`src/rtl/wb_buffer.sv`:
```
// wb_buffer
// ---------
// Writeback result buffer placed after the execute-stage adder. Each
// accepted result {rd, data} is queued in a small circular FIFO. The FIFO
// drains one entry per cycle into the register-file write port and holds
// entries while that port is busy. Decode can look up results that have not
// been written yet through a combinational bypass port.
//
// Ports
//   clk       in   rising-edge system clock
//   reset     in   asynchronous, active-high reset
//   ex_valid  in   execute stage offers a result this cycle
//   ex_rd     in   destination register of the offered result
//   ex_data   in   offered result value
//   ex_ready  out  buffer has room (count < DEPTH)
//   wb_stall  in   register-file write port busy this cycle
//   wb_en     out  registered register-file write enable
//   wb_addr   out  registered register-file write address
//   wb_data   out  registered register-file write data
//   byp_addr  in   source register queried by decode
//   byp_hit   out  byp_addr matches a pending write
//   byp_data  out  value of the youngest pending write to byp_addr
//   count     out  number of queued entries
module wb_buffer #(
    parameter int DEPTH  = 4,
    parameter int DATA_W = 32,
    parameter int ADDR_W = 5
) (
    input  logic                       clk,
    input  logic                       reset,
    input  logic                       ex_valid,
    input  logic [ADDR_W-1:0]          ex_rd,
    input  logic [DATA_W-1:0]          ex_data,
    output logic                       ex_ready,
    input  logic                       wb_stall,
    output logic                       wb_en,
    output logic [ADDR_W-1:0]          wb_addr,
    output logic [DATA_W-1:0]          wb_data,
    input  logic [ADDR_W-1:0]          byp_addr,
    output logic                       byp_hit,
    output logic [DATA_W-1:0]          byp_data,
    output logic [$clog2(DEPTH+1)-1:0] count
);

    localparam int PTR_W = $clog2(DEPTH);
    localparam int CNT_W = $clog2(DEPTH+1);

    logic [ADDR_W-1:0] rd_mem_q   [DEPTH];
    logic [ADDR_W-1:0] rd_mem_d   [DEPTH];
    logic [DATA_W-1:0] data_mem_q [DEPTH];
    logic [DATA_W-1:0] data_mem_d [DEPTH];

    logic [PTR_W-1:0]  wr_ptr_q, wr_ptr_d;
    logic [PTR_W-1:0]  rd_ptr_q, rd_ptr_d;
    logic [CNT_W-1:0]  count_q, count_d;
    logic              wb_en_q, wb_en_d;
    logic [ADDR_W-1:0] wb_addr_q, wb_addr_d;
    logic [DATA_W-1:0] wb_data_q, wb_data_d;

    logic              accept;
    logic              store;
    logic              pop;
    logic [PTR_W-1:0]  byp_idx;

    // Handshake decode. ex_ready comes from the registered count only, so a
    // pop on the same edge never creates room for the offer in that cycle.
    // Writes to x0 are accepted but never stored.
    always_comb begin
        ex_ready = (count_q < CNT_W'(DEPTH));
        accept   = ex_valid && ex_ready;
        store    = accept && (ex_rd != '0);
        pop      = !wb_stall && (count_q != '0);
    end

    // Next-state for the FIFO storage, pointers, occupancy and writeback
    // register. The pop reads the head as it was before this edge, so an
    // entry stored at an edge cannot leave at that same edge.
    always_comb begin
        rd_mem_d   = rd_mem_q;
        data_mem_d = data_mem_q;
        wr_ptr_d   = wr_ptr_q;
        rd_ptr_d   = rd_ptr_q;
        count_d    = count_q;
        wb_en_d    = 1'b0;
        wb_addr_d  = wb_addr_q;
        wb_data_d  = wb_data_q;

        if (store) begin
            rd_mem_d[wr_ptr_q]   = ex_rd;
            data_mem_d[wr_ptr_q] = ex_data;
            wr_ptr_d             = wr_ptr_q + 1'b1;
        end

        if (pop) begin
            wb_en_d   = 1'b1;
            wb_addr_d = rd_mem_q[rd_ptr_q];
            wb_data_d = data_mem_q[rd_ptr_q];
            rd_ptr_d  = rd_ptr_q + 1'b1;
        end

        if (store && !pop) begin
            count_d = count_q + 1'b1;
        end else if (!store && pop) begin
            count_d = count_q - 1'b1;
        end
    end

    // Control and writeback state; reset flushes every queued entry and
    // drops a pending write immediately.
    always_ff @(posedge clk or posedge reset) begin
        if (reset) begin
            wr_ptr_q  <= '0;
            rd_ptr_q  <= '0;
            count_q   <= '0;
            wb_en_q   <= 1'b0;
            wb_addr_q <= '0;
            wb_data_q <= '0;
        end else begin
            wr_ptr_q  <= wr_ptr_d;
            rd_ptr_q  <= rd_ptr_d;
            count_q   <= count_d;
            wb_en_q   <= wb_en_d;
            wb_addr_q <= wb_addr_d;
            wb_data_q <= wb_data_d;
        end
    end

    // Entry storage carries no reset: only slots below count are ever
    // observed, and reset clears count.
    always_ff @(posedge clk) begin
        rd_mem_q   <= rd_mem_d;
        data_mem_q <= data_mem_d;
    end

    // Bypass lookup. Candidates are scanned from lowest to highest priority
    // (wb register, then FIFO oldest to newest) so that a later match
    // overrides an earlier one and the youngest pending write wins.
    always_comb begin
        byp_hit  = 1'b0;
        byp_data = '0;
        byp_idx  = '0;
        if (byp_addr != '0) begin
            if (wb_en_q && (wb_addr_q == byp_addr)) begin
                byp_hit  = 1'b1;
                byp_data = wb_data_q;
            end
            for (int i = 0; i < DEPTH; i++) begin
                byp_idx = rd_ptr_q + PTR_W'(i);
                if ((CNT_W'(i) < count_q) && (rd_mem_q[byp_idx] == byp_addr)) begin
                    byp_hit  = 1'b1;
                    byp_data = data_mem_q[byp_idx];
                end
            end
        end
    end

    assign wb_en   = wb_en_q;
    assign wb_addr = wb_addr_q;
    assign wb_data = wb_data_q;
    assign count   = count_q;

endmodule
```
`config.mk`:
```
export PLATFORM = sky130hd
export DESIGN_NAME = wb_buffer
export DESIGN_NICKNAME = d
export VERILOG_FILES = /design/src/rtl/wb_buffer.sv
export SDC_FILE = /design/constraint.sdc
export NUM_CORES = 1
export LEC_CHECK = 0
export CORE_ASPECT_RATIO = 1.1
export CORE_MARGIN = 5
export CORE_UTILIZATION = 54
export CTS_BUF_LIST = sky130_fd_sc_hd__clkbuf_4
export CTS_CLUSTER_SIZE = 40
export DETAILED_ROUTE_END_ITERATION = 6
export PLACE_DENSITY = 0.86
export SLEW_MARGIN = 20
export SYNTH_ARGS = -nofsm -noshare
export SYNTH_HDL_FRONTEND = slang
export SYNTH_SLANG_ARGS = --single-unit
export TNS_END_PERCENT = 5
```
`constraint.sdc`:
```
create_clock -name clk -period 8.62 [get_ports clk]
set_input_delay 1.724 -clock clk [delete_from_list [all_inputs] [get_ports clk]]
set_output_delay 1.724 -clock clk [all_outputs]
set_load 0.02 [all_outputs]
```
# [Word-level counts from Yosys, hierarchy flattened]
# Index checks and enable logic that the tools add are counted.
[op_classes] add_sub_neg=6 magnitude_cmp=11 n_eq_ne=5 n_mux=45 bitwise=5 n_reduce_logical=18
[op_table] cell="2-to-1 mux 32 bit" count=15
[op_table] cell="binary-select mux 32 bit (select 2 bit)" count=4
[op_table] cell="bitwise mux 128 bit" count=1
[op_table] cell="demux 32 bit (select 2 bit)" count=1
[op_table] cell="2-to-1 mux 5 bit" count=9
[op_table] cell="binary-select mux 5 bit (select 2 bit)" count=4
[op_table] cell="== test 5 bit" count=5
[op_table] cell="bitwise mux 20 bit" count=1
[op_table] cell=">= comparator 3 bit, second input constant" count=5
[op_table] cell="inverter 2 -> 3 bit" count=5
[op_table] cell="logical AND 1 bit" count=11
[op_table] cell="demux 5 bit (select 2 bit)" count=1
[op_table] cell="nonzero test 5 bit" count=2
[op_table] cell="2-to-1 mux 1 bit" count=7
[op_table] cell="less-than comparator 1 x 3 -> 1 bit, first input constant" count=2
[op_table] cell="less-than comparator 2 x 3 -> 1 bit, first input constant" count=2
[op_table] cell="2-to-1 mux 3 bit" count=2
[op_table] cell="adder 2 x 1 -> 2 bit, second input constant" count=2
[op_table] cell="adder 2 bit, second input constant" count=2
[op_table] cell="adder 3 x 1 -> 3 bit, second input constant" count=1
[op_table] cell="logical NOT 1 bit" count=3
[op_table] cell="less-than comparator 3 x 1 -> 1 bit, second input constant" count=1
[op_table] cell="less-than comparator 3 bit, second input constant" count=1
[op_table] cell="nonzero test 3 bit" count=1
[op_table] cell="2 further kinds" count=2
[word_totals] reg_bits=193 inputBits=46 out_inout_bits=75 elab_cells=104

# [Longest topological paths before layout]
[logic_depth] depth_word=11 ltp_mapped=12 ltp_nobuf=7

# [Worst setup path after synthesis]
# Ideal clock, no wire load.
[synth_timing] path_type="input-to-output" startpoint="in byp_addr[3]" endpoint="out byp_hit" arrival_time_ns=3.742 required_time_ns=6.896 setup_slack_ns=3.154 cell_stages=9 n_path_buf=3 cell_sequence="clkbuf_1 > xor2_1 > nor2_1 > a2111oi_4 > a22o_2 > buf_2 > buf_2 > nor4b_1 > nor2_1"
[synth_via] elab_chain_len=8 word_cells_on_any_way=17 cone_classes="eq/ne (5); mux (6); reduce/logical (6)"
[synth_lines] element="from (decl)" line="39" source="input logic [ADDR_W-1:0] byp_addr,"
[synth_lines] element="== test 5 bit" line="143" source="if (wb_en_q && (wb_addr_q == byp_addr)) begin"
[synth_lines] element="logical AND 1 bit" line="143"
[synth_lines] element="2-to-1 mux 1 bit" line="143"
[synth_lines] element="2-to-1 mux 1 bit (4 in series)" line="149" source="if ((CNT_W'(i) < count_q) && (rd_mem_q[byp_idx] == byp_addr)) begin"
[synth_lines] element="2-to-1 mux 1 bit *" line="142" source="if (byp_addr != '0) begin"
[synth_lines] element="to (decl)" line="40" source="output logic byp_hit,"
# Mark *: on every way between the ends. The rest lies on a longest branch, timed or not.

# [Worst setup path in the final report]
[layout_timing] startpoint="in byp_addr[3]" endpoint="out byp_data[0]"
[layout_via] elab_chain_len=8 word_cells_on_any_way=17 cone_classes="eq/ne (5); mux (6); reduce/logical (6)"
[layout_lines] element="== test 5 bit" line="143"
[layout_lines] element="logical AND 1 bit" line="143"
[layout_lines] element="2-to-1 mux 32 bit" line="143"
[layout_lines] element="2-to-1 mux 32 bit (4 in series)" line="149"
[layout_lines] element="2-to-1 mux 32 bit *" line="142"
[layout_lines] element="to (decl)" line="41" source="output logic [DATA_W-1:0] byp_data,"
# Marks and branches as above.

==> flow_metrics.py <==
metrics = {
    "status": {
        "status": "complete, no violations",
    },
    "final_layout": {
        "final_common_cell": "edfxtp_1",
        "regArea_sq_um": 5580,
        "drive_gt1_share_pct": 21.6,
        "multi_input_area_sq_um": 5200,
        "fin_nets": 1120,
        "final_cells": 1336,
        "finalCoreUtilization_pct": 62.3,
        "fillers": 1540,
        "mostFrequentLayoutCells": "edfxtp_1, nor2_1, mux2_2, clkdlybuf4s50_1, nand2_1",
        "final_cell_area_sq_um": 12700,
        "syn2layout_area_growth_pct": 14.0,
    },
    "critical_path": {
        "ff2ff_setup_slack_ns": 5.56,
        "critical_path_arrival_ns": 5.50,
        "worstPathBufferInverterCount": 4,
        "r2r_end": "wb_data[4]$_DFFE_PP0P_",
        "rr_startpoint": "rd_ptr_q[0]$_DFFE_PP0P_",
        "path_max_fanout": 34,
        "critPathKind": "primary input to primary output",
        "crit_slowest_cell": "clkdlybuf4s50_1",
        "cp-end-kind": "primary output",
        "cp_top_family": "buffers and inverters",
        "crit_required_ns": 6.90,
        "crit_chain": "clkdlybuf4s50_1, xor2_1, nor2_1, a2111oi_4, buf_4, a21boi_2, buf_4, a221oi_1, o311a_1, clkdlybuf4s50_1",
        "worstSetupStartpointType": "primary input",
        "slowest_delay_ns": 0.70,
        "reg2regPathDepth": 7,
    },
    "logic_synthesis": {
        "synth_warnings": 0,
        "netlist_instances": 996,
        "synth.avg_cell_area_sq_um": 11.2,
        "syn-cell-area_sq_um": 11200,
        "ys_types": 48,
        "ys_ff_latch": 193,
        "synthFlopType": "edfxtp_1",
        "syn_nets": 1051,
        "synth-edff-count": 148,
        "synth-async-reset-ratio_pct": 23.3,
        "yosysSeqAreaShare_pct": 49.9,
    },
    "cts": {
        "cts.sinks": 193,
        "clk_latency_ns": 0.59,
        "numCtsBuffers": 17,
        "clock_path_buffers": 2,
        "cts_resized": 0,
        "clockRootBuffer": "clkbuf_4",
        "hold_buffers": 0,
        "cts_htree_levels": 4,
        "cts_tree": "yes",
        "cts_setup_buffers": 0,
        "clkSlewWorstSetupHoldPaths_ns": 0.15,
    },
    "sta": {
        "slew_violations": 0,
        "fin_crit_sh_pct": 83.7,
        "finClkSkew_ns": 0.0249,
        "fmax_mhz": 139,
        "final.setup.tns_ns": 0,
        "rsz0062_at_grt": "no",
        "finalHoldViolCount": 0,
        "setup_viol_count_final": 0,
        "tightest_slew_ns": 1.12,
        "slew_headroom_pct": 25.7,
        "min_period_ns": 7.22,
    },
    "min_path": {
        "holdPathEnd": "wb_data[4]$_DFFE_PP0P_",
        "min_path_type": "flip-flop to flip-flop",
        "worstHoldStart": "wb_data[4]$_DFFE_PP0P_",
        "hold_depth": 2,
    },
    "routing": {
        "wl_microns": 29900,
        "drc": 0,
        "routed_via_density": 6.67,
        "firstDrtPassIters": 7,
        "routedWlPerCell_microns": 22.4,
        "ant_nets": 0,
        "num_vias": 8911,
        "drtIter0Drc": 1034,
    },
    "placed_design": {
        "gp_congestion": 0.846,
        "io_buffer_count": 120,
        "dp_hpwl_microns": 18200,
        "placed_cells": 1302,
        "place_area_sq_um": 12500,
    },
    "power_and_ir_drop": {
        "comb_power_share_pct": 57.7,
        "ir_worst_vdd_mv": 0.199,
        "leakage_nw": 4.48,
        "p_switching_w": 0.00191,
        "p_int_w": 0.00238,
        "p_sw_share_pct": 44.5,
        "clkPwrFrac_pct": 9.8,
        "powerDensity_nw_per_um2": 337,
        "seqPwrFrac_pct": 32.5,
        "power_w": 0.00429,
    },
    "grt": {
        "grt-ovfl-total": 0,
        "antenna_found_initial": 4,
        "grt_max_degree": 79,
        "first_global_vias": 8921,
        "grt_pass1_wl_microns": 46500,
        "grt_usage_pct": 24.7,
    },
    "floorplanning": {
        "start_util_pct": 54.6,
        "die-area_sq_um": 23700,
        "die_w_microns": 147,
        "pin_count": 121,
        "die_h_microns": 161,
        "fp.coreArea_sq_um": 20400,
        "row_count": 55,
    },
    "job": {
        "cap_violations": 0,
    },
}
[layout make-up]
type	count	share of cell area [%]
repair buffers	142	10.7
inverters	11	0.324
multi-input cells	700	40.8
clock inverters	14	0.708
clock buffers	18	1.06
diodes	2	0.0393
flip-flops and latches	193	43.8
well taps	256	2.52
[per-stage QoR]
step | setup slack (ns) | hold slack, ns
after CTS | 1.49 | 0.524
after detailed placement | 1.54 | 0.489
after floorplan | 3.15 | 0.580
final | 1.40 | 0.522
after global routing | 1.24 | 0.566
after global placement | 1.57 | 0.477
[sequential cells by signal, indices dropped and copies added, names as in the netlist]
signal / count
count: 3
wb_addr: 5
rd_ptr_q: 2
wb_data: 32
data_mem_q: 128
rd_mem_q: 20
wb_en: 1
wr_ptr_q: 2
[layer usage]
layer  up-vias  global-route usage, %  part of all wire [%]
met4         4                   11.4                   3.8
met1      4220                   30.9                    37
met2       605                   41.7                    49
li1       3947                      -                     -
met5         -                      0                 0.090
met3       135                   4.57                    10
[how the worst max path moves through the flow]
stage,start,depth (start not counted),end
after global routing,byp_addr[3],10,byp_data[28]
after CTS,byp_addr[3],10,byp_data[0]
after floorplan,byp_addr[3],9,byp_hit
after global placement,byp_addr[3],10,byp_data[28]
final,byp_addr[3],10,byp_data[0]
after detailed placement,byp_addr[3],10,byp_data[0]
[power groups by stage]
stage               Sequential (W)  Clock, W  Combinational, W
floorplan                  0.00145         0           0.00159
global placement           0.00140         0           0.00239
detailed placement         0.00141         0           0.00243
CTS                        0.00139  0.000424           0.00244
global route               0.00142  0.000465           0.00262
finish                     0.00140  0.000421           0.00247
[synthesized netlist by cell type (all sizes together), types with 14 or more instances]
cell type | n | share of area [%]
nor2 | 145 | 4.9
nand2 | 69 | 2.3
o31ai | 23 | 1.5
edfxtp | 148 | 40
dfrtp | 45 | 10
o22ai | 64 | 3.6
xnor2 | 20 | 1.6
xor2 | 14 | 1.1
clkbuf | 59 | 2.0
o21ai | 29 | 1.3
nor4 | 23 | 1.3
o221a | 23 | 2.3
buf | 33 | 1.6
a31o | 22 | 1.7
a221oi | 32 | 2.6
mux2 | 133 | 13
mux2i | 24 | 2.2
[worst register-to-register path, stage by stage (launching register included)]
cell and delay (ns):
dfrtp_4 0.66, buf_4 0.74, buf_4 0.80, mux2_2 0.45, nor2_1 0.13, nor2_1 0.06
nand2_1 0.06, nand2_1 0.06
[cell families after synthesis]
group	Yosys count	synth area share (%)
AOI/OAI and AO/OA	213	14.9
xor gates and xnor gates	34	2.67
adders and majority gates	9	1.01
buffers and inverters	103	3.98
DFF	193	49.9
muxes	161	16.4
and+or+nand+nor	283	11.2
(Power assumes the default switching activity.)
